`src/rtl/diffusion_pkg.sv`:
```
// Shared definitions for the diffusion random-walk workers:
// FSM encoding, arithmetic defaults and the push-mass function.
package diffusion_pkg;

    localparam int DW_DEF        = 32;
    localparam int AW_DEF        = 16;
    localparam int FRAC_DEF      = 16;
    localparam int MAX_STEPS_DEF = 7;

    localparam logic [31:0] ALPHA_DEF = 32'h0000_2666;
    localparam logic [31:0] EPS_DEF   = 32'h0000_0010;

    localparam logic [2:0] S_IDLE   = 3'd0;
    localparam logic [2:0] S_READ   = 3'd1;
    localparam logic [2:0] S_WAIT   = 3'd2;
    localparam logic [2:0] S_EVAL   = 3'd3;
    localparam logic [2:0] S_PUSH   = 3'd4;
    localparam logic [2:0] S_FINISH = 3'd5;
    localparam logic [2:0] S_DONE   = 3'd6;

    // Full-width product, shifted down, truncated to word width.
    function automatic logic [DW_DEF-1:0] mass_f(
        input logic [DW_DEF-1:0] r,
        input logic [DW_DEF-1:0] alpha
    );
        logic [2*DW_DEF-1:0] prod;
        prod = {{DW_DEF{1'b0}}, r} * {{DW_DEF{1'b0}}, alpha};
        return DW_DEF'(prod >> FRAC_DEF);
    endfunction

endpackage

```
`src/rtl/diffusion_push_mac.sv`:
```
// Registered push arithmetic: mass = (r*ALPHA)>>FRAC_BITS
// and the residual left behind, r - mass.
module diffusion_push_mac
    import diffusion_pkg::*;
#(
    parameter int                    DATA_WIDTH = DW_DEF,
    parameter int                    FRAC_BITS  = FRAC_DEF,
    parameter logic [DATA_WIDTH-1:0] ALPHA      = ALPHA_DEF
) (
    input  logic                  clk,
    input  logic                  rst,
    input  logic                  en_i,
    input  logic [DATA_WIDTH-1:0] r_i,
    output logic [DATA_WIDTH-1:0] mass_o,
    output logic [DATA_WIDTH-1:0] rem_o
);

    logic [2*DATA_WIDTH-1:0] prod;
    logic [DATA_WIDTH-1:0]   mass_d;
    logic [DATA_WIDTH-1:0]   mass_q;
    logic [DATA_WIDTH-1:0]   rem_q;

    assign prod   = {{DATA_WIDTH{1'b0}}, r_i}
                  * {{DATA_WIDTH{1'b0}}, ALPHA};
    assign mass_d = DATA_WIDTH'(prod >> FRAC_BITS);

    // Capture mass and remainder while the FSM evaluates a vertex.
    always_ff @(posedge clk) begin
        if (!rst) begin
            mass_q <= '0;
            rem_q  <= '0;
        end else if (en_i) begin
            mass_q <= mass_d;
            rem_q  <= r_i - mass_d;
        end
    end

    assign mass_o = mass_q;
    assign rem_o  = rem_q;

endmodule

```
`src/rtl/diffusion_step_worker.sv`:
```
// One diffusion worker: sweeps its vertex slice once per lap,
// pushes scaled residual downstream, then syncs with its peer.
module diffusion_step_worker
    import diffusion_pkg::*;
#(
    parameter int                    DATA_WIDTH = DW_DEF,
    parameter int                    ADDR_WIDTH = AW_DEF,
    parameter int                    FRAC_BITS  = FRAC_DEF,
    parameter logic [DATA_WIDTH-1:0] ALPHA      = ALPHA_DEF,
    parameter logic [DATA_WIDTH-1:0] EPS        = EPS_DEF,
    parameter int                    MAX_STEPS  = MAX_STEPS_DEF
) (
    input  logic                  clk,
    input  logic                  rst,
    input  logic                  start,
    input  logic [ADDR_WIDTH-1:0] base_addr,
    input  logic [ADDR_WIDTH-1:0] num_nodes,
    input  logic                  rdy,
    input  logic [DATA_WIDTH-1:0] l_step,
    output logic                  finished,
    output logic                  rd_en,
    output logic [ADDR_WIDTH-1:0] rd_addr,
    input  logic [DATA_WIDTH-1:0] rd_data,
    output logic                  wr_en,
    output logic [ADDR_WIDTH-1:0] wr_addr,
    output logic [DATA_WIDTH-1:0] wr_data,
    output logic                  push_valid,
    input  logic                  push_ready,
    output logic [ADDR_WIDTH-1:0] push_addr,
    output logic [DATA_WIDTH-1:0] push_data,
    output logic                  done
);

    localparam logic [DATA_WIDTH:0] LAST_STEP =
        (DATA_WIDTH+1)'(MAX_STEPS);

    logic [2:0]            state_q, state_d;
    logic [ADDR_WIDTH-1:0] base_q, base_d;
    logic [ADDR_WIDTH-1:0] num_q, num_d;
    logic [ADDR_WIDTH-1:0] idx_q, idx_d;
    logic [DATA_WIDTH-1:0] r_q, r_d;
    logic                  fin_q, fin_d;

    logic [ADDR_WIDTH-1:0] addr;
    logic [DATA_WIDTH-1:0] mass;
    logic [DATA_WIDTH-1:0] rem;
    logic [DATA_WIDTH:0]   step_next;
    logic                  lap_over;
    logic                  last_vtx;
    logic                  adv;

    assign addr      = base_q + idx_q;
    assign last_vtx  = (idx_q + ADDR_WIDTH'(1)) == num_q;
    assign step_next = {1'b0, l_step} + (DATA_WIDTH+1)'(1);
    assign lap_over  = step_next >= LAST_STEP;

    diffusion_push_mac #(
        .DATA_WIDTH (DATA_WIDTH),
        .FRAC_BITS  (FRAC_BITS),
        .ALPHA      (ALPHA)
    ) u_mac (
        .clk    (clk),
        .rst    (rst),
        .en_i   (state_q == S_EVAL),
        .r_i    (r_q),
        .mass_o (mass),
        .rem_o  (rem)
    );

    // Lap sequencing: per-vertex read/eval/push, then peer sync.
    always_comb begin
        state_d = state_q;
        base_d  = base_q;
        num_d   = num_q;
        idx_d   = idx_q;
        r_d     = r_q;
        fin_d   = fin_q;
        adv     = 1'b0;
        unique case (state_q)
            S_IDLE: begin
                if (start) begin
                    base_d = base_addr;
                    num_d  = num_nodes;
                    idx_d  = '0;
                    if (num_nodes == '0) begin
                        state_d = S_FINISH;
                        fin_d   = 1'b1;
                    end else begin
                        state_d = S_READ;
                    end
                end
            end
            S_READ: state_d = S_WAIT;
            S_WAIT: begin
                r_d     = rd_data;
                state_d = S_EVAL;
            end
            S_EVAL: begin
                if (r_q < EPS) adv = 1'b1;
                else           state_d = S_PUSH;
            end
            S_PUSH: adv = push_ready;
            S_FINISH: begin
                // A zero-length slice re-raises after one low cycle
                // so the controller sees a fresh lap completion.
                if (!fin_q) begin
                    fin_d = 1'b1;
                end else if (rdy) begin
                    fin_d = 1'b0;
                    if (lap_over) begin
                        state_d = S_DONE;
                    end else begin
                        idx_d   = '0;
                        state_d = (num_q == '0) ? S_FINISH : S_READ;
                    end
                end
            end
            S_DONE: state_d = S_DONE;
            default: state_d = S_IDLE;
        endcase
        if (adv) begin
            if (last_vtx) begin
                state_d = S_FINISH;
                fin_d   = 1'b1;
            end else begin
                idx_d   = idx_q + ADDR_WIDTH'(1);
                state_d = S_READ;
            end
        end
    end

    // State and datapath registers with synchronous active-low reset.
    always_ff @(posedge clk) begin
        if (!rst) begin
            state_q <= S_IDLE;
            base_q  <= '0;
            num_q   <= '0;
            idx_q   <= '0;
            r_q     <= '0;
            fin_q   <= 1'b0;
        end else begin
            state_q <= state_d;
            base_q  <= base_d;
            num_q   <= num_d;
            idx_q   <= idx_d;
            r_q     <= r_d;
            fin_q   <= fin_d;
        end
    end

    assign finished   = fin_q;
    assign rd_en      = (state_q == S_READ);
    assign rd_addr    = addr;
    assign push_valid = (state_q == S_PUSH);
    assign push_addr  = addr;
    assign push_data  = mass;
    assign wr_en      = (state_q == S_PUSH) && push_ready;
    assign wr_addr    = addr;
    assign wr_data    = rem;
    assign done       = (state_q == S_DONE);

endmodule

```
`config.mk`:
```
export PLATFORM = sky130hd
export DESIGN_NAME = diffusion_step_worker
export DESIGN_NICKNAME = d
export VERILOG_FILES = /design/src/rtl/diffusion_pkg.sv /design/src/rtl/diffusion_push_mac.sv /design/src/rtl/diffusion_step_worker.sv
export SDC_FILE = /design/constraint.sdc
export NUM_CORES = 1
export LEC_CHECK = 0
export CORE_MARGIN = 2
export CORE_UTILIZATION = 53
export DETAILED_ROUTE_END_ITERATION = 12
export PLACE_DENSITY = 0.77
export SLEW_MARGIN = 20
export SYNTH_ARGS = -nofsm -noshare
export SYNTH_HDL_FRONTEND = slang
export SYNTH_SLANG_ARGS = --single-unit
```
`constraint.sdc`:
```
create_clock -name clk -period 21.5 [get_ports clk]
set_clock_uncertainty 0.15 [all_clocks]
set_input_delay 6.45 -clock clk [delete_from_list [all_inputs] [get_ports clk]]
set_output_delay 6.45 -clock clk [all_outputs]
set_load 0.005 [all_outputs]
```
==> summary.txt <==
Timing
  • TNS Setup: 0 ns
  • Fmax: 69.8 MHz
  • Final min period: 14.33 ns
  • Setup-failing EPs final: 0
  • Max Slew Vio Count: 0
  • Hold Fails Final Rpt: 0
  • Least-Margin Pin Slew: 0.993 ns
  • Relative slew slack: 33.8%
  • RSZ-0062 raised after global routing: false
  • Tcrit/Tclk final: 66.6%

Layout
  • Reg area: 0.00292 mm^2
  • Multi-input logic area: 0.0121 mm^2
  • Area Overhead vs Synth: 16.5%
  • Inserted Diodes: 0
  • Share of post-route cells with drive strength above 1: 3.37%
  • Fillers: 2605
  • Nets@finish: 2570
  • Finished Layout Cells: 2559
  • Layout Utilization: 62.8%
  • Final Cell Area: 0.0192 mm^2

Worst setup path
  • Critical path endpoint category: output pin
  • Worst Path Arrival: 7.73 ns
  • RR Startpoint: r_q[6]$_SDFFE_PN0P_
  • CP Depth: 3
  • Crit path max-delay family: buffers and inverters
  • Crit path capture: wr_en
  • CP Launch Type: primary input
  • CP Buf/Inv Count: 2
  • R2R cell count: 33
  • Slowest CP cell: clkdlybuf4s50_1
  • R2R setup slack: 12.17 ns
  • CP dominant cell by count: clkdlybuf4s50_1
  • Req. time, crit path: 14.90 ns
  • Critical R2R Capture: u_mac.rem_o[17]$_SDFFE_PN0N_
  • CP max FO: 2
  • CP Class: primary input to output pin
  • CP cell instances: clkdlybuf4s50_1 > and3_1 > clkdlybuf4s50_1
  • Slowest stage delay, CP: 0.59 ns
  • Critical Path Start: push_ready

Detailed routing
  • Avg Vias per Cell: 5.73
  • Vias: 14700
  • Residual DRC: 0
  • Routed length per instance: 18.1 um
  • Total iterations of the first detailed-routing run: 5
  • Initial detailed-routing violation count: 950
  • WL final: 46300 um
  • Antenna viol nets, final: 0

Synthesis
  • YS warnings: 0
  • Compound-Gate Fraction of Synth Area: 16.6%
  • Asr flop ratio synth: 0%
  • Syn Inst Count: 2018
  • XOR/XNOR Fraction of Synth Area: 8.40%
  • Mux contribution to synthesized area: 0.380%
  • Most frequent cells after synthesis: nand2_1 (280), inv_1 (237), ha_1 (200)
  • Main area contributors after synthesis: dfxtp_1 (18%), ha_1 (15%), fa_1 (14%)
  • Dominant cell by count in the synthesized netlist: nand2_1
  • Simple-gate area share of the yosys netlist: 17.3%
  • Top cell type by total area after synthesis: dfxtp_1
  • Seq cells post-synth: 146
  • Post-synthesis adder-cell area fraction: 30.7%
  • Synth unique cells: 88
  • Register area share after synthesis: 17.7%
  • Largest family of logic cells by synthesized area: adder cells
  • Post-synth top flop: dfxtp_1
  • Share of the synthesized area in the top cell type: 17.7%
  • Synthesized area: 0.0165 mm^2
  • EDFF count, synth: 0
  • Avg Inst Size Synth: 8.17 um^2

Die
  • Initial Util: 53.9%
  • Core Box Area: 0.0306 mm^2
  • Height of the die: 180 um
  • Die width: 180 um
  • # IOs: 218
  • Die ar.: 0.0325 mm^2
  • Num rows: 64

Clock tree
  • CTS H-tree lvls: 4
  • Clock Latency Late Sink: 0.43 ns
  • CTS Buffer Depth: 2
  • TritonCTS Buffers: 17
  • Clk Tree Root Cell: clkbuf_16
  • CTS tree: done
  • # hold bufs at CTS: 0
  • Post-CTS sizing: 0
  • Clk slew on worst S/H paths: 0.06 ns
  • # clock sinks: 146
  • Setup Buffers After CTS: 0

GRT
  • Pin count of the biggest net entering global routing: 86
  • Total track usage: 28.3%
  • Vias in the first global route: 14500
  • Antenna violations before repair: 0
  • First-pass GRT wire length: 75100 um
  • Total gr overflow: 0

Worst hold path
  • Worst hold path type: flip-flop to flip-flop

Power
  • Max VDD drop: 0.0678 mV
  • Leakage: 8.96 nW
  • PwrDens: 115 mW/mm^2

Placed design
  • HPWL after DPL: 37800 um
  • GP Congestion: 0.921
  • Placed Cells: 2527
  • DP Area: 0.0186 mm^2
  • Port Buffers: 215

Job
  • Max_cap viols: 0

Run status
  • Status: finished clean
==> kinds of logic (layout without fill, tap and decap cells) <==
kind of cell    after synthesis  after routing
compound gates              427            427
xor+xnor                    151            151
fa+ha+maj                   337            337
buf+inv                     347            491
flops                       146            146
mux                           6              6
other cells                   1              2
simple gates                603            603
==> stage by stage <==
step / worst slack [ns] / hold WS (ns) / total power, W
after floorplan: 8.29 / 0.291 / 0.00153
after global placement: 7.17 / 0.295 / 0.00186
after detailed placement: 7.18 / 0.302 / 0.00190
after CTS: 7.17 / 0.312 / 0.00221
after global routing: 7.16 / 0.334 / 0.00241
final: 7.17 / 0.312 / 0.00221
==> worst min path at each step <==
stage,start,end,depth (start not counted)
floorplan,base_q[0]$_SDFFE_PN0P_,base_q[0]$_SDFFE_PN0P_,2
global placement,u_mac.rem_o[25]$_SDFFE_PN0N_,u_mac.rem_o[25]$_SDFFE_PN0N_,2
detailed placement,u_mac.rem_o[22]$_SDFFE_PN0N_,u_mac.rem_o[22]$_SDFFE_PN0N_,2
CTS,u_mac.rem_o[22]$_SDFFE_PN0N_,u_mac.rem_o[22]$_SDFFE_PN0N_,2
global route,u_mac.rem_o[22]$_SDFFE_PN0N_,u_mac.rem_o[22]$_SDFFE_PN0N_,2
finish,base_q[14]$_SDFFE_PN0P_,base_q[14]$_SDFFE_PN0P_,2
==> power by group <==
part / leakage, nW / switching, W / internal [W] / total [W]
sequential: 1.18 / 0.0000557 / 0.000306 / 0.000362
combinational: 7.48 / 0.000887 / 0.000668 / 0.00156
clock: 0.292 / 0.000132 / 0.000165 / 0.000296
==> per-layer routing <==
layer	track usage, %	vias up	share of wire (%)
li1	-	7041	-
met1	38.1	7073	44
met2	48.1	484	47
met3	4.26	58	7.0
met4	6.58	0	1.7
met5	0	-	0
==> cell usage in the layout, fill, tap and decap left out, types with 27 or more instances in the layout <==
| master | synthesis | routed |
|---|---|---|
| a21oi_1 | 154 | 154 |
| nor2_1 | 91 | 91 |
| nand3_1 | 45 | 45 |
| xor2_1 | 54 | 54 |
| o21ai_0 | 84 | 84 |
| dfxtp_1 | 146 | 146 |
| nand2_1 | 280 | 279 |
| inv_1 | 237 | 236 |
| and2_1 | 32 | 31 |
| ha_1 | 200 | 200 |
| clkdlybuf4s50_1 | 0 | 214 |
| xnor2_1 | 92 | 92 |
| a21boi_0 | 27 | 27 |
| fa_1 | 119 | 119 |
==> flip-flops by register name, summed over array words and instances, names as in the netlist <==
name and flops:
state_q 3, num_q 16, base_q 16, u_mac.mass_o 30, finished 1, idx_q 16
r_q 32, u_mac.rem_o 32
==> layout make-up <==
cell class | instances | area share (%)
Clock buffer | 17 | 2.21
Multi-Input combinational cell | 1526 | 63.1
Tap cell | 396 | 2.58
Sequential cell | 146 | 15.2
Clock inverter | 15 | 0.853
Inverter | 238 | 4.65
Timing Repair Buffer | 221 | 11.4
==> worst min-delay path: stages (launching register included) <==
cell and delay [ns]:
dfxtp_1 0.31, nand2_1 0.05, a21oi_1 0.05
No activity file was read; power rests on OpenSTA's default activity.
